==> src/rtl/ctr_cnt_seq_dec.sv <==
// Sequenced step counter that owns its count register and presents a registered one-hot step decode.
// Each downstream stage controller takes its enable directly from one cnt_dec bit.
module ctr_cnt_seq_dec #(
    parameter string OUTTER_NAME = "",
    parameter string MODULE_NAME = "ctr_cnt_seq_dec",
    parameter int    CNT_VAL     = 1024,
    parameter int    ZERO_VAL_EN = 0,
    parameter int    LOOP_EN     = 0,
    localparam int   CNT_W       = (CNT_VAL < 1) ? 1 : $clog2(CNT_VAL + 1)
) (
    input  logic               clk,
    input  logic               rst,
    input  logic               start,
    input  logic               stop,
    input  logic               pause,
    output logic               busy,
    output logic [CNT_W-1:0]   cnt,
    output logic [CNT_VAL-1:0] cnt_dec,
    output logic               last,
    output logic               done
);

    localparam int FIRST = (ZERO_VAL_EN != 0) ? 0 : 1;
    localparam int LAST  = (ZERO_VAL_EN != 0) ? CNT_VAL - 1 : CNT_VAL;
    localparam logic [CNT_W-1:0] FIRST_C = CNT_W'(FIRST);
    localparam logic [CNT_W-1:0] LAST_C  = CNT_W'(LAST);
    localparam logic [CNT_VAL-1:0] DEC_FIRST = CNT_VAL'(1);

    if (CNT_VAL < 1) begin : g_bad_cnt_val
        $error("%s.%s: CNT_VAL must be >= 1", OUTTER_NAME, MODULE_NAME);
    end

    typedef enum logic {
        IDLE = 1'b0,
        RUN  = 1'b1
    } state_t;

    state_t             state_r, state_s;
    logic [CNT_W-1:0]   cnt_r, cnt_s;
    logic [CNT_VAL-1:0] dec_r, dec_s;
    logic               done_r, done_s;

    // State, count, decode and done registers.
    always_ff @(posedge clk) begin
        if (rst) begin
            state_r <= IDLE;
            cnt_r   <= '0;
            dec_r   <= '0;
            done_r  <= 1'b0;
        end else begin
            state_r <= state_s;
            cnt_r   <= cnt_s;
            dec_r   <= dec_s;
            done_r  <= done_s;
        end
    end

    // Next-state logic; stop beats start, start beats pause, pause beats advance.
    always_comb begin
        state_s = state_r;
        cnt_s   = cnt_r;
        dec_s   = dec_r;
        done_s  = 1'b0;
        if (stop) begin
            state_s = IDLE;
            cnt_s   = '0;
            dec_s   = '0;
        end else if (start) begin
            state_s = RUN;
            cnt_s   = FIRST_C;
            dec_s   = DEC_FIRST;
        end else begin
            case (state_r)
                IDLE: begin
                    state_s = IDLE;
                end
                RUN: begin
                    if (pause) begin
                        state_s = RUN;
                    end else if (cnt_r == LAST_C) begin
                        // End of run: done pulses whether we loop or return to idle.
                        done_s = 1'b1;
                        if (LOOP_EN != 0) begin
                            state_s = RUN;
                            cnt_s   = FIRST_C;
                            dec_s   = DEC_FIRST;
                        end else begin
                            state_s = IDLE;
                            cnt_s   = '0;
                            dec_s   = '0;
                        end
                    end else begin
                        cnt_s = cnt_r + CNT_W'(1);
                        dec_s = dec_r << 1;
                    end
                end
                default: begin
                    state_s = IDLE;
                    cnt_s   = '0;
                    dec_s   = '0;
                end
            endcase
        end
    end

    // Outputs derived from registered state only.
    always_comb begin
        busy    = (state_r == RUN);
        last    = (state_r == RUN) && (cnt_r == LAST_C);
        cnt     = cnt_r;
        cnt_dec = dec_r;
        done    = done_r;
    end

endmodule

==> config.mk <==
export PLATFORM = sky130hd
export DESIGN_NAME = ctr_cnt_seq_dec
export DESIGN_NICKNAME = d
export VERILOG_FILES = /design/src/rtl/ctr_cnt_seq_dec.sv
export SDC_FILE = /design/constraint.sdc
export NUM_CORES = 2
export LEC_CHECK = 0
export ABC_AREA = 0
export CELL_PAD_IN_SITES_DETAIL_PLACEMENT = 2
export CELL_PAD_IN_SITES_GLOBAL_PLACEMENT = 2
export CORE_AREA = 2 2 411 413
export DETAILED_ROUTE_END_ITERATION = 7
export DIE_AREA = 0 0 413 415
export MAX_ROUTING_LAYER = met4
export PLACE_DENSITY_LB_ADDON = 0.1
export SLEW_MARGIN = 10
export SYNTH_ARGS = -nofsm -noshare
export SYNTH_HDL_FRONTEND = slang
export SYNTH_SLANG_ARGS = --single-unit
==> constraint.sdc <==
create_clock -name clk -period 2.2 [get_ports clk]
set_input_delay 0.44 -clock clk [delete_from_list [all_inputs] [get_ports clk]]
set_output_delay 0.44 -clock clk [all_outputs]
set_load 0.01 [all_outputs]
### Word-level counts from Yosys, hierarchy flattened

Cells that the tools add are included.

| storage, ports and cells | value |
|---|---|
| flip-flop bits (word level) | 1037 |
| input bits | 5 |
| output and inout port bits | 1038 |
| logic and storage cells | 31 |

| operators by class | value |
|---|---|
| $add $sub $neg | 1 |
| equality and inequality tests | 2 |
| muxes and demuxes | 13 |
| bitwise logic cells | 2 |
| reductions and logical operators | 7 |

Operators by type and width:

| operator | count |
|---|---|
| 2-to-1 mux 1024 bit | 1 |
| adder 11 x 1 -> 11 bit, second input constant | 1 |
| equality test 11 bit, second input constant | 1 |
| 2-to-1 mux 11 bit | 1 |
| 2-to-1 mux 1 bit | 10 |
| OR reduction 5 bit | 1 |
| AND reduction 2 bit | 2 |
| OR reduction 3 bit | 1 |
| inequality test 2 bit, second input constant | 1 |
| NOT 1 bit | 2 |
| case mux 1 bit (2 select lines) | 1 |
| nonzero test 2 bit | 1 |
| OR reduction 2 bit | 1 |
| logical AND 1 bit | 1 |

### Depth between registers and ports, before layout

| logic depth | value |
|---|---|
| word-level depth | 5 |
| mapped depth | 8 |
| depth with buffers taken out | 5 |

### Worst setup path after synthesis

Ideal clock, no wire load.

| path | value |
|---|---|
| path kind | register to register |
| start point | reg cnt_r[5], in the netlist cnt[5] |
| end point | reg dec_r[955], in the netlist cnt_dec[955] |
| library setup time | 120 ps |
| arrival time | 2071 ps |
| required time | 2080 ps |
| setup slack | 10 ps |
| stages on the path, launching flop included | 7 |
| buffers on the path | 3 |
| clock period less this slack | 2190 ps |
| cells stage by stage | dfxtp_1 or4_1 o41ai_2 buf_4 buf_4 buf_2 a21oi_1 |

| on the way | value |
|---|---|
| longest elaborated chain between the ends | 2 |

Ends and longest elaborated chain:

| item | RTL line | source |
|---|---|---|
| from (decl) | 39 | `logic [CNT_W-1:0] cnt_r, cnt_s;` |
| from (signal assigned) | 52 | `cnt_r <= cnt_s;` |
| equality test 11 bit | 80 | `end else if (cnt_r == LAST_C) begin` |
| 2-to-1 mux 1024 bit | 80 |  |
| to (signal assigned) | 53 | `dec_r <= dec_s;` |
| to (decl) | 40 | `logic [CNT_VAL-1:0] dec_r, dec_s;` |

No other way between the ends.
A chain may end at the register's enable or synchronous reset.

### Worst setup path after layout

| path | value |
|---|---|
| start point | reg cnt_r[5], in the netlist cnt[5] |
| end point | out last |

| on the way | value |
|---|---|
| longest elaborated chain between the ends | 2 |

Ends and longest elaborated chain:

| item | RTL line | source |
|---|---|---|
| equality test 11 bit | 109 | `last = (state_r == RUN) && (cnt_r == LAST_C);` |
| logical AND 1 bit | 109 |  |
| to (decl) | 19 | `output logic last,` |

No other way between the ends.

==> key figures <==
Logic synthesis
  – Synth area leader: dfxtp_1
  – Syn Area/Cell: 7.86 µm²
  – Synthesized netlist cell count: 4,512
  – Post-synth EDFFs: 0
  – Synth Flop Type: dfxtp_1
  – Count of different cell masters after synthesis: 29
  – Mapped Area: 0.0355 mm²
  – Post-synth top area share: 58.5%
  – Yosys warnings: 0
  – Ys async rst share: 0%
  – Area contributors post-synth: dfxtp_1 (59%), nand2_1 (22%), a21oi_1 (15%)
  – Register area share after synthesis: 58.5%
  – Syn_nets: 4,519
  – Number of synthesized register bits: 1,037

Global route
  – Largest net degree at the start of global routing: 84
  – Number of global-route vias before repair: ~37,000
  – Initial antenna violation count: 1
  – Congestion Overflow GR: 0
  – Global Route Usage Sum: 20.6%
  – First-pass GRT wire length: about 260,000 µm

Clock network
  – Clock Latency Late Sink: 0.74 ns
  – Number of hold buffers added after cts: 0
  – Clk slew on worst S/H paths: 0.06 ns
  – CTS tree: built
  – Num Clock Sinks: 1,037
  – TritonCTS Buffers: roughly 130
  – H-tree levels: 4
  – CTS root buf: clkbuf_16
  – CTS Buffer Depth: 3

Cells and area
  – Final Core Density: 35.1%
  – Syn-to-layout area delta: 65.0%
  – Final-stage net count: 5,705
  – Final instance area: 0.0585 mm²
  – Non-Filler Instances: 7,999
  – Share of layout cells above drive strength 1: 12.6%

Floorplan
  – CORE AREA: around 0.17 mm²
  – Die Y: a little over 400 µm
  – Die area: 0.171 mm²
  – Initial core utilization: 21.3%
  – IO Pins: between 1,000 and 1,500
  – Die width: approximately 410 µm
  – Rows: 150

STA
  – Final hold violation count: 0
  – RSZ-0062 raised after global routing: true
  – Setup TNS: -184.55 ns
  – Slew HR: between 60 and 70%
  – Minimum clock period: 2.52 ns
  – FMAX: ~400 MHz
  – Skew final: 0.0238 ns
  – Part of the cycle the worst path needs: 114%
  – Slew @ Worst Pin: approximately 0.55 ns
  – Final Max Tran Viols: 0
  – Final WS setup: -0.315 ns
  – Final setup vio count: 1,052

Outcome
  – Failing checks: setup timing
  – Status: complete, but fails checks

Detailed routing
  – DR DRC count: 0
  – Pre-Repair DR Iteration Count: 5
  – WL per Instance: 23.1 µm
  – Overall routed net length: 185,000 µm
  – DRT iter0 DRCs: ~1,500
  – Routed via count: roughly 36,000
  – ANT nets after route: 0
  – Via-per-instance ratio: ~4.5

Worst setup path
  – Worst path required time: 1.76 ns
  – Critical path type: flip-flop to output pin
  – Critical Path Start Type: flip-flop
  – WP data arrival: 2.08 ns
  – CP Capture Type: output pin
  – Maximum net fanout on the critical path: 2
  – R2r endpoint: cnt_dec[277]
  – Register-to-register setup slack: -0.29 ns
  – Worst r2r src: cnt[5]
  – Reg2reg path depth: 10

Min path
  – Hold endpoint: cnt_dec[0]
  – Worst hold path depth: 3
  – Hold Crit Start: rst
  – Hold crit path type: primary input to flip-flop

Power
  – Power per Cell Area: 716 mW/mm²
  – Static Leak: 18.9 nW
  – Max VDD drop: 0.000692 V

Place
  – Dpl hpwl: 123,000 µm
  – Buffers added on ports: 1,042
  – Final GP Congestion: 0.773
  – Post-DP Area: 0.0493 mm²
  – Placed cell count: 7,568

Flow run
  – Max-cap violations: 0
metal layers:
| layer | GRT usage, % | wire length [µm] | vias to the layer above |
|---|---|---|---|
| met3 | 8.30 | 15900 | 253 |
| met2 | 33.9 | 90300 | 814 |
| li1 | - | - | 16900 |
| met1 | 22.3 | 72300 | 17700 |
| met5 | - | 0 | - |
| met4 | 6.99 | 6280 | 0 |
cell usage after synthesis (all sizes together), types with 2 or more instances:
master	instances
a21oi	1034
or3	3
inv	4
nand2b	2
o21ai	3
o31ai	5
ha	2
nand4	2
nor3	3
dfxtp	1037
buf	121
or4	6
nor2	3
clkbuf	223
nand3	3
nand2	2050
stage by stage:
step / power [mW] / worst slack, ns / hold WS (ns)
6_report: 41.9 / -0.315 / 0.422
5_1_grt: 43.6 / -0.415 / 0.378
4_1_cts: 42.4 / -0.423 / 0.358
3_5_place_dp: 20.2 / -0.228 / 0.459
3_3_place_gp: 20.2 / -0.250 / 0.447
2_1_floorplan: 19.7 / 0.00986 / 0.481
cell type report:
| type | instances | area (µm²) |
|---|---|---|
| multi-input combinational | 3127 | 13800 |
| antenna | 2 | 5.00 |
| timing repair buffer | 1394 | 16900 |
| fill | 18400 | 108000 |
| tap | 2204 | 2760 |
| inverter | 4 | 15.0 |
| clock buffer | 205 | 3990 |
| clock inverter | 26 | 211 |
| sequential | 1037 | 20800 |
registers in the layout, indices dropped and copies added (netlist names):
register / count
cnt: 11
busy: 1
cnt_dec: 1024
done: 1
what timing repair did:
action | 4_1_cts | 5_1_grt
setup endpoints to repair | 1558 | 1566
gates cloned | 57 | 66
gates resized for setup | 347 | 136
buffers inserted | 54 | 36
pin swaps | 4 | 4
critical path, cell delays in order, from the launching register on:
cell     delay [ns]
dfxtp_2        0.32
or4_4          0.55
nor3_4         0.19
and2_4         0.19
buf_6          0.10
cell usage in the layout (no fill, tap or decap), drive strengths merged:
cell type / count
xor2: 1
clkbuf: 256
a211oi: 1
nor2b: 1
a21oi: 1034
clkdlybuf4s50: 937
nand3: 3
nor3: 3
clkinv: 17
nand4b: 1
diode: 2
nor2: 3
nand2: 2050
bufbuf: 3
o41ai: 1
and3: 1
or4: 6
a2111oi: 1
o21ai: 3
or4b: 1
ha: 2
clkinvlp: 1
or3: 3
o311ai: 1
o31ai: 5
clkdlybuf4s15: 1
nand4: 2
inv: 12
nand3b: 1
buf: 299
dfxtp: 1037
dlygate4sd2: 103
and2: 1
nand2b: 2
worst max-delay path by stage:
stage	cells after the start	to	from	slack [ns]
2_1_floorplan	6	cnt_dec[955]	cnt[5]	0.01
3_3_place_gp	4	last	cnt[2]	-0.25
3_5_place_dp	4	last	cnt[2]	-0.23
4_1_cts	4	last	cnt[3]	-0.42
5_1_grt	4	last	cnt[6]	-0.41
6_report	4	last	cnt[5]	-0.32
power breakdown:
group,internal [mW],switching [mW]
combinational,0.826,0.952
sequential,18.8,0.00315
clock,12.5,8.89
total,32.1,9.84
cells by family (layout without fill, tap and decap cells):
family / count (synthesis) / count (layout) / synth area share (%)
AOI/OAI and AO/OA: 1046 / 1046 / 14.9
other: 0 / 2 / 0
buffers and inverters: 348 / 1629 / 4.35
DFF: 1037 / 1037 / 58.5
xor gates and xnor gates: 1 / 1 / 0.0247
and+or+nand+nor: 2078 / 2078 / 22.2
adders and majority gates: 2 / 2 / 0.0705
Power figures use the tool's default switching activity.
